--- src/rtl/ttt_pkg.sv ---
// Shared types and constants for the tic-tac-toe board datapath.
package ttt_pkg;

  typedef enum logic [1:0] {READY, COMMIT, HOLD} mc_state_t;

  localparam logic PLAYER_X = 1'b0;
  localparam logic PLAYER_O = 1'b1;

  localparam int unsigned BOARD_N_DEF = 3;

endpackage

--- src/rtl/move_controller_if.sv ---
// Key inputs, board status and cell-select outputs of the move controller.
interface move_controller_if
  import ttt_pkg::*;
#(
  parameter int unsigned BOARD_N = BOARD_N_DEF
);
  localparam int unsigned NUM_CELLS = BOARD_N * BOARD_N;
  localparam int unsigned IW        = (BOARD_N > 1) ? $clog2(BOARD_N) : 1;

  logic                 key_up;
  logic                 key_down;
  logic                 key_left;
  logic                 key_right;
  logic                 key_place;
  logic [NUM_CELLS-1:0] occupied;
  logic                 game_over;
  logic [IW-1:0]        row;
  logic [IW-1:0]        col;
  logic [NUM_CELLS-1:0] select;
  logic                 player;
  logic [3:0]           move_count;

  // Keypad/board side.
  modport master (
    output key_up, key_down, key_left, key_right, key_place, occupied, game_over,
    input  row, col, select, player, move_count
  );

  // Controller side.
  modport slave (
    input  key_up, key_down, key_left, key_right, key_place, occupied, game_over,
    output row, col, select, player, move_count
  );

endinterface

--- src/rtl/rise_edge.sv ---
// One-bit rising-edge detector: pulse is high while d is 1 and was 0 last cycle.
module rise_edge (
  input  logic clock,
  input  logic reset,
  input  logic d,
  output logic pulse
);

  logic prev_q;

  always_ff @(posedge clock) begin
    if (reset) begin
      prev_q <= 1'b0;
    end else begin
      prev_q <= d;
    end
  end

  assign pulse = d & ~prev_q;

endmodule

--- src/rtl/move_controller.sv ---
// Cursor, placement FSM and current-player bit feeding the board cells.
module move_controller
  import ttt_pkg::*;
#(
  parameter int unsigned BOARD_N      = BOARD_N_DEF,
  parameter logic        FIRST_PLAYER = PLAYER_X
) (
  input logic              clock,
  input logic              reset,
  move_controller_if.slave bus
);

  localparam int unsigned NumCells = BOARD_N * BOARD_N;
  localparam int unsigned Iw       = (BOARD_N > 1) ? $clog2(BOARD_N) : 1;
  localparam int unsigned IdxW     = (NumCells > 1) ? $clog2(NumCells) : 1;
  localparam logic [Iw-1:0] PosMax   = Iw'(BOARD_N - 1);
  localparam logic [3:0]    CountMax = 4'(NumCells);

  mc_state_t            state_q, state_d;
  logic [Iw-1:0]        row_q, row_d, col_q, col_d;
  logic [NumCells-1:0]  select_q, select_d;
  logic                 player_q, player_d;
  logic [3:0]           count_q, count_d;
  logic                 up_e, down_e, left_e, right_e, place_e;
  logic [IdxW-1:0]      idx;
  logic                 accept;

  rise_edge u_edge_up    (.clock(clock), .reset(reset), .d(bus.key_up),    .pulse(up_e));
  rise_edge u_edge_down  (.clock(clock), .reset(reset), .d(bus.key_down),  .pulse(down_e));
  rise_edge u_edge_left  (.clock(clock), .reset(reset), .d(bus.key_left),  .pulse(left_e));
  rise_edge u_edge_right (.clock(clock), .reset(reset), .d(bus.key_right), .pulse(right_e));
  rise_edge u_edge_place (.clock(clock), .reset(reset), .d(bus.key_place), .pulse(place_e));

  // Opposite edges in the same cycle cancel; otherwise step with wrap-around.
  function automatic logic [Iw-1:0] step(input logic [Iw-1:0] v, input logic dec,
                                         input logic inc);
    if (dec && !inc) return (v == '0) ? PosMax : v - 1'b1;
    if (inc && !dec) return (v == PosMax) ? '0 : v + 1'b1;
    return v;
  endfunction

  assign idx    = IdxW'(row_q) * IdxW'(BOARD_N) + IdxW'(col_q);
  assign accept = place_e && !bus.occupied[idx] && !bus.game_over && (count_q < CountMax);

  always_comb begin
    state_d  = state_q;
    row_d    = row_q;
    col_d    = col_q;
    select_d = '0;
    player_d = player_q;
    count_d  = count_q;
    unique case (state_q)
      READY: begin
        if (place_e) begin
          // Any place edge freezes the cursor this cycle, accepted or not.
          if (accept) begin
            state_d  = COMMIT;
            select_d = NumCells'(1) << idx;
          end
        end else begin
          row_d = step(row_q, up_e, down_e);
          col_d = step(col_q, left_e, right_e);
        end
      end
      COMMIT: begin
        state_d  = HOLD;
        player_d = ~player_q;
        if (count_q < CountMax) count_d = count_q + 4'd1;
      end
      HOLD: begin
        if (!bus.key_place) state_d = READY;
      end
      default: state_d = READY;
    endcase
  end

  always_ff @(posedge clock) begin
    if (reset) begin
      state_q  <= READY;
      row_q    <= '0;
      col_q    <= '0;
      select_q <= '0;
      player_q <= FIRST_PLAYER;
      count_q  <= '0;
    end else begin
      state_q  <= state_d;
      row_q    <= row_d;
      col_q    <= col_d;
      select_q <= select_d;
      player_q <= player_d;
      count_q  <= count_d;
    end
  end

  assign bus.row        = row_q;
  assign bus.col        = col_q;
  assign bus.select     = select_q;
  assign bus.player     = player_q;
  assign bus.move_count = count_q;

endmodule

--- src/flat_wrapper.sv ---
// flat-port wrapper written by rule: the top's interface ports become plain ports
module move_controller_flat import ttt_pkg::*;
#(
  parameter int unsigned BOARD_N      = BOARD_N_DEF,
  parameter logic        FIRST_PLAYER = PLAYER_X
)
  (clock, reset, bus_key_up, bus_key_down, bus_key_left, bus_key_right, bus_key_place, bus_occupied, bus_game_over, bus_row, bus_col, bus_select, bus_player, bus_move_count);
  move_controller_if #(.BOARD_N(BOARD_N)) bus_i ();
  input logic clock;
  input logic reset;
  input wire logic [$bits(bus_i.key_up)-1:0] bus_key_up;
  input wire logic [$bits(bus_i.key_down)-1:0] bus_key_down;
  input wire logic [$bits(bus_i.key_left)-1:0] bus_key_left;
  input wire logic [$bits(bus_i.key_right)-1:0] bus_key_right;
  input wire logic [$bits(bus_i.key_place)-1:0] bus_key_place;
  input wire logic [$bits(bus_i.occupied)-1:0] bus_occupied;
  input wire logic [$bits(bus_i.game_over)-1:0] bus_game_over;
  output wire logic [$bits(bus_i.row)-1:0] bus_row;
  output wire logic [$bits(bus_i.col)-1:0] bus_col;
  output wire logic [$bits(bus_i.select)-1:0] bus_select;
  output wire logic [$bits(bus_i.player)-1:0] bus_player;
  output wire logic [$bits(bus_i.move_count)-1:0] bus_move_count;
  assign bus_i.key_up = bus_key_up;
  assign bus_i.key_down = bus_key_down;
  assign bus_i.key_left = bus_key_left;
  assign bus_i.key_right = bus_key_right;
  assign bus_i.key_place = bus_key_place;
  assign bus_i.occupied = bus_occupied;
  assign bus_i.game_over = bus_game_over;
  assign bus_row = bus_i.row;
  assign bus_col = bus_i.col;
  assign bus_select = bus_i.select;
  assign bus_player = bus_i.player;
  assign bus_move_count = bus_i.move_count;
  move_controller #(.BOARD_N(BOARD_N), .FIRST_PLAYER(FIRST_PLAYER)) u_core (.clock(clock), .reset(reset), .bus(bus_i));
endmodule
--- config.mk ---
export PLATFORM = sky130hd
export DESIGN_NAME = move_controller_flat
export DESIGN_NICKNAME = d
export VERILOG_FILES = /design/src/rtl/ttt_pkg.sv /design/src/rtl/move_controller_if.sv /design/src/rtl/rise_edge.sv /design/src/rtl/move_controller.sv /design/src/flat_wrapper.sv
export SDC_FILE = /design/constraint.sdc
export NUM_CORES = 1
export LEC_CHECK = 0
export ABC_AREA = 1
export CORE_UTILIZATION = 40
export CTS_BUF_LIST = sky130_fd_sc_hd__clkbuf_4
export CTS_CLUSTER_DIAMETER = 60
export DETAILED_ROUTE_END_ITERATION = 12
export GPL_ROUTABILITY_DRIVEN = 0
export PLACE_DENSITY = 0.73
export SYNTH_ARGS = -nofsm -noshare
export SYNTH_HDL_FRONTEND = slang
export SYNTH_SLANG_ARGS = --single-unit
--- constraint.sdc ---
create_clock -name clock -period 7.5 [get_ports clock]
set_clock_uncertainty 0.1 [all_clocks]
set_input_delay 0.75 -clock clock [delete_from_list [all_inputs] [get_ports clock]]
set_output_delay 0.75 -clock clock [all_outputs]
set_load 0.01 [all_outputs]
### After elaboration in Yosys (flattened, before gate mapping)

Cells that the tools add are included.

* bits in registers: 25
* bits of input ports: 17
* output and inout bits: 18
* word-level logic and storage cells: 97

* add/sub/neg operators: 6
* $mul: 1
* magnitude comparators: 2
* equality and inequality tests: 7
* shifts and indexed selects: 1
* muxes and demuxes: 32
* bitwise operators: 14
* reductions and logical operators: 23

Operators with widths (number)
* $mux 2: 15
* $mux 1: 15
* $not 1->1: 9
* $reduce_and 3->1: 3
* $shl 1x4->9 const A: 1
* $logic_and 1x1->1: 7
* $eq 2x2->1 const B: 3
* $logic_not 1->1: 6
* $logic_not 2->1: 3
* $pmux 2 s3: 1
* $and 1x1->1: 5
* $lt 4x5->1 const B: 1
* $add 2x1->2 const B: 2
* $add 4x1->4 const B: 1
* $add 4x2->4: 1
* $bmux 1 s4: 1
* $lt 4x4->1 const B: 1
* $mul 2x2->4 const B: 1
* $ne 2x1->1 const B: 2
* $reduce_bool 2->1: 2
* $reduce_or 4->1: 1
* $sub 2x1->2 const B: 2
* $eq 2x1->1 const B: 1
* $ne 2x2->1 const B: 1
* $reduce_and 2->1: 1

### Logic depth before layout (Yosys ltp)

* word-level depth: 12
* gate-level depth with buffers: 13
* mapped depth without buffers: 13

### By module

A second synthesis with hierarchy kept.

* cells, all modules: 166
* area, all modules: 1282.5 um2

Modules (own cells, without submodules)
* move_controller: instances 1, cells an instance 146, area an instance 1126.1 um2, seq. area each 400.4 um2
* rise_edge: instances 5, cells an instance 4, area an instance 31.3 um2, seq. area each 20.0 um2

### Worst setup path before layout

Ideal clock, no wire load.

* path type: register -> register
* from: register u_core.col_q[1] (netlist: u_core.bus.col[1])
* to: register u_core.select_q[0] (netlist: u_core.bus.select[0])
* library setup time: 66 ps
* data arrival time: 2407 ps
* data required time: 7334 ps
* path slack: 4928 ps
* stages on the path, launching flop included: 14
* path buffers: 0
* period minus slack after synthesis: 2572 ps
* cell sequence: dfxtp_1 inv_1 fa_1 inv_1 ha_1 inv_1 fa_1 inv_1 nor2_1 nand2_1 nor2_1 nor2_2 nand4_2 nor2_1

* longest elaborated chain between the ends: 9
* elaborated cells between the ends (all ways): 10
* classes of those cells: add/sub: 1; shift: 1; mux: 2; bitwise: 1; reduce/logical: 5

Ends and longest elaborated chain
* start: declaration: line move_controller.sv:20 `logic [Iw-1:0] row_q, row_d, col_q, col_d;`
* start signal: assignment: line move_controller.sv:88 `col_q <= col_d;`
* $add 4x2->4 (*): line move_controller.sv:42 `assign idx = IdxW'(row_q) * IdxW'(BOARD_N) + IdxW'(col_q);`
* $bmux 1 s4: line move_controller.sv:43 `assign accept = place_e && !bus.occupied[idx] && !bus.game_over && (count_q < CountMax);`
* $mux 1 (implied by the code): line move_controller.sv:43
* $logic_not 1->1: line move_controller.sv:43
* $logic_and 1x1->1 (3 in series): line move_controller.sv:43
* $not 1->1 (no source line)
* $reduce_or 4->1 (no source line)
* end signal: assignment: line move_controller.sv:89 `select_q <= select_d;`
* end: declaration: line move_controller.sv:21 `logic [NumCells-1:0] select_q, select_d;`

Every way passes the cells marked *; elsewhere a longest branch is shown, timed or not. The select of a mux whose other input is x is not followed.
A chain may end at the register's enable or synchronous reset.

### Final worst setup path

* from: register u_core.row_q[0] (netlist: u_core.bus.row[0])
* to: register u_core.select_q[5] (netlist: u_core.bus.select[5])

* longest elaborated chain between the ends: 10
* elaborated cells between the ends (all ways): 11
* classes of those cells: add/sub: 1; mul: 1; shift: 1; mux: 2; bitwise: 1; reduce/logical: 5

Ends and longest elaborated chain
* start: declaration: line move_controller.sv:20
* start signal: assignment: line move_controller.sv:87 `row_q <= row_d;`
* $mul 2x2->4 (*): line move_controller.sv:42
* $add 4x2->4 (*): line move_controller.sv:42
* $bmux 1 s4: line move_controller.sv:43
* $mux 1 (implied by the code): line move_controller.sv:43
* $logic_not 1->1: line move_controller.sv:43
* $logic_and 1x1->1 (3 in series): line move_controller.sv:43
* $not 1->1 (no source line)
* $reduce_or 4->1 (no source line)

Marks and branches as above.

==> impl_summary.txt <==
----------------------------------------------------
[Global route]
  Number of antenna violations at the first check in global routing ... 0
  Residual overflow from global routing ... 0
  Largest net degree at the start of global routing ... 14
  Global-route usage over all layers ... 0.149
  Global-route wire length before repair ... 3930 µm
  Number of global-route vias before repair ... 1,021

[Floorplan]
  Y dimension of the die ... 58.8 µm
  Initial core utilization ... 0.423
  Die Span X ... 58.8 µm
  Io pins ... 35
  Core area ... 3050 µm²
  Die area ... 3460 µm²
  Site Rows ... 20

[Critical path]
  CP arrival ... 2950 ps
  Type of destination of the critical path ... register
  Cells traversed along the worst timing path ... inv_1 > fa_1 > inv_1 > ha_1 > inv_1 > fa_1 > inv_1 > nor2_1 > nand2_1 > nor2_1 > nor2_2 > nand4_2 > nor2_1
  Required arrival time at the worst endpoint ... 7660 ps
  Crit path max fanout ... 5
  Master of the slowest instance on the critical path ... fa_1
  Critical path start-end classification ... reg2reg
  Critical path startpoint category ... register
  Worst path max stage delay ... 510 ps
  Most frequent CP cell ... inv_1
  Worst reg-to-reg setup slack ... 4710 ps

[Placed design]
  Cell total after placement ... 250
  Post-detailed-placement half-perimeter wirelength ... 1850 µm
  Total of buffers placed on input and output ports ... 34

[Yosys]
  Net count of the mapped netlist ... 207
  Number of warnings printed during yosys synthesis ... 0
  Cells after synthesis ... 173
  Count of unique library cells instantiated by Yosys ... 19
  Share of the yosys chip area belonging to registers ... 0.388
  Fraction of synthesized area in multiplexers ... 0
  Adder-cell share of the synthesized area ... 0.176
  Synth Cell Area ... 1290 µm²
  Synth Area in Compound Gates ... 0.0717
  Flops & latches, synth ... 25
  Top cells by instance count after synthesis ... inv_1, nand2_1, nor2_1, dfxtp_1, ha_1
  Main area contributors after synthesis ... dfxtp_1, ha_1, inv_1, nand2_1, nor2_1
  Average cell area after synthesis ... 7.46 µm²
  Number of enable-type register cells in the synthesized netlist ... 0
  Dominant cell type by area after synthesis ... dfxtp_1
  Area share of and/or/nand/nor cells after synthesis ... 0.253
  Xor/xnor cell area share of the yosys netlist ... 0
  Most common flop cell mapped by yosys ... dfxtp_1
  Most common cell in the netlist ... inv_1
  Main combinational cell family by area after synthesis ... simple AND/OR/NAND/NOR gates
  Synth async-reset ratio ... 0
  Share of the synthesized area in the top cell type ... 0.388

[Detailed routing]
  Total detailed-routing wirelength ... 2330 µm
  Via total after detailed routing ... 1,087
  Post-route ant nets ... 0
  Mean number of vias per cell ... 4.28
  Detailed Routing Iterations Pass 1 ... 4
  Total met2 wirelength after detailed routing ... 1020 µm
  Drt wl/cell ... 9.17 µm
  Highest metal layer with signal wires ... met4
  Met3 WL ... 126 µm
  Post-route DRC violation count ... 0
  Sum of routed wire segments on met1 ... 1170 µm
  DRT iter0 DRCs ... 36

[STA]
  RSZ-0062 raised after global routing ... no
  Upper clock frequency limit ... 0.358 GHz
  Slew of the pin with the lowest slew margin ... 352 ps
  Max-slew violation total from the final report ... 0
  Aggregate negative setup slack ... 0 ps
  Relative slew slack ... 0.765
  Hold Violations, Final ... 0
  Final clock period utilization by the worst path ... 0.372
  Finish-stage setup viols ... 0
  Final critical path time including I/O delays and setup ... 2790 ps

[Clocking]
  Number of buffers inserted during clock tree synthesis ... 3
  Clock slew seen by the registers of the worst setup and hold paths ... 130 ps
  TritonCTS clock tree ... yes
  H-Tree Level Count ... 1
  Resize count post-CTS ... 0
  Cell at the root of the clock tree ... clkbuf_4
  Hold-fix buffers, CTS ... 0
  Clock network latency to the later pin of the worst-skew pair ... 310 ps
  Postcts setup bufs ... 0
  Sink Count ... 25
  Maximum number of buffers from clock root to sink ... 2

[Finish]
  Utilization after layout ... 0.561
  Final std cells w/o fill ... 254
  Area added between synthesis and finish ... 32.6%
  Final nets ... 245
  N_diodes ... 0
  Layout cells sized above 1 ... 0.0524

[Power]
  Overall power consumption ... 0.316 mW
  Worst IR drop on VDD ... 0.108 mV
  Static Leakage ... 0.819 nW
  Power density over the cells ... 185 nW/µm²

[Outcome]
  Run status ... complete, no violations

[Run]
  Max-cap violations ... 0

[Worst hold path]
  Tightest Hold Check Type ... reg2reg

----------------------------------------------------
[cell usage in the layout (no fill, tap or decap)]
cell / count
inv_1: 35
nand2_1: 34
clkdlybuf4s50_1: 34
nor2_1: 29
dfxtp_1: 25
ha_1: 15
nand3_1: 7
o21ai_0: 7
a21oi_1: 5
clkbuf_4: 4
inv_2: 2
nand4_2: 2
a31oi_1: 2
o211a_1: 2
fa_1: 2
nand2_2: 1
nand4_1: 1
nor2_2: 1
or2_2: 1
nor3_1: 1
[worst paths after layout]
path | from | end | depth (start not counted)
hold reg to reg | u_core.bus.player | u_core.bus.player | 2
hold / removal | u_core.bus.player | u_core.bus.player | 2
setup / recovery | u_core.bus.row[0] | u_core.bus.select[5] | 13
setup reg to reg | u_core.bus.row[0] | u_core.bus.select[5] | 13
[kinds of logic after synthesis]
family / after synthesis
compound gates: 16
fa+ha+maj: 17
buf+inv: 38
flops: 25
simple gates: 77
[per-stage QoR]
step                area (µm²)  hold WS, ps  setup WS (ps)
finish                    1710          374           4710
global route              1710          404           4490
CTS                       1710          376           4700
detailed placement        1680          357           4740
global placement          1680          354           4830
floorplan                 1290          375           4930
[power by group]
group	internal (mW)	switching, mW	total [mW]	leakage (nW)
sequential	0.140	0.00582	0.146	0.204
clock	0.0244	0.0388	0.0632	0.0184
combinational	0.0462	0.0604	0.107	0.596
[layout make-up]
class / instances / area, µm²
Fill cell: 303 / 1340
Multi-Input combinational cell: 110 / 647
Sequential cell: 25 / 500
Timing Repair Buffer: 34 / 340
Inverter: 37 / 139
Tap cell: 44 / 55.1
Clock buffer: 4 / 30.0
[state kept, by name, indices dropped and copies added (netlist names)]
signal / flops
u_core.bus.col: 2
u_core.u_edge_left.prev_q: 1
u_core.state_q: 2
u_core.bus.row: 2
u_core.u_edge_place.prev_q: 1
u_core.u_edge_right.prev_q: 1
u_core.bus.player: 1
u_core.bus.select: 9
u_core.u_edge_up.prev_q: 1
u_core.bus.move_count: 4
u_core.u_edge_down.prev_q: 1
[layer usage]
metal | track usage | vias up
met5 | 0 | -
met1 | 0.179 | 460
li1 | - | 597
met4 | 0.0408 | 0
met2 | 0.255 | 28
met3 | 0.0462 | 2
[critical path, delay by kind of cell, from the launching register on]
family / cells / cell delay (ps)
adder cells (fa/ha/maj): 3 / 1160
AND/OR/NAND/NOR: 6 / 660
buffers and inverters: 4 / 360
flip-flops: 1 / 440
No activity file was read; power rests on OpenSTA's default activity.
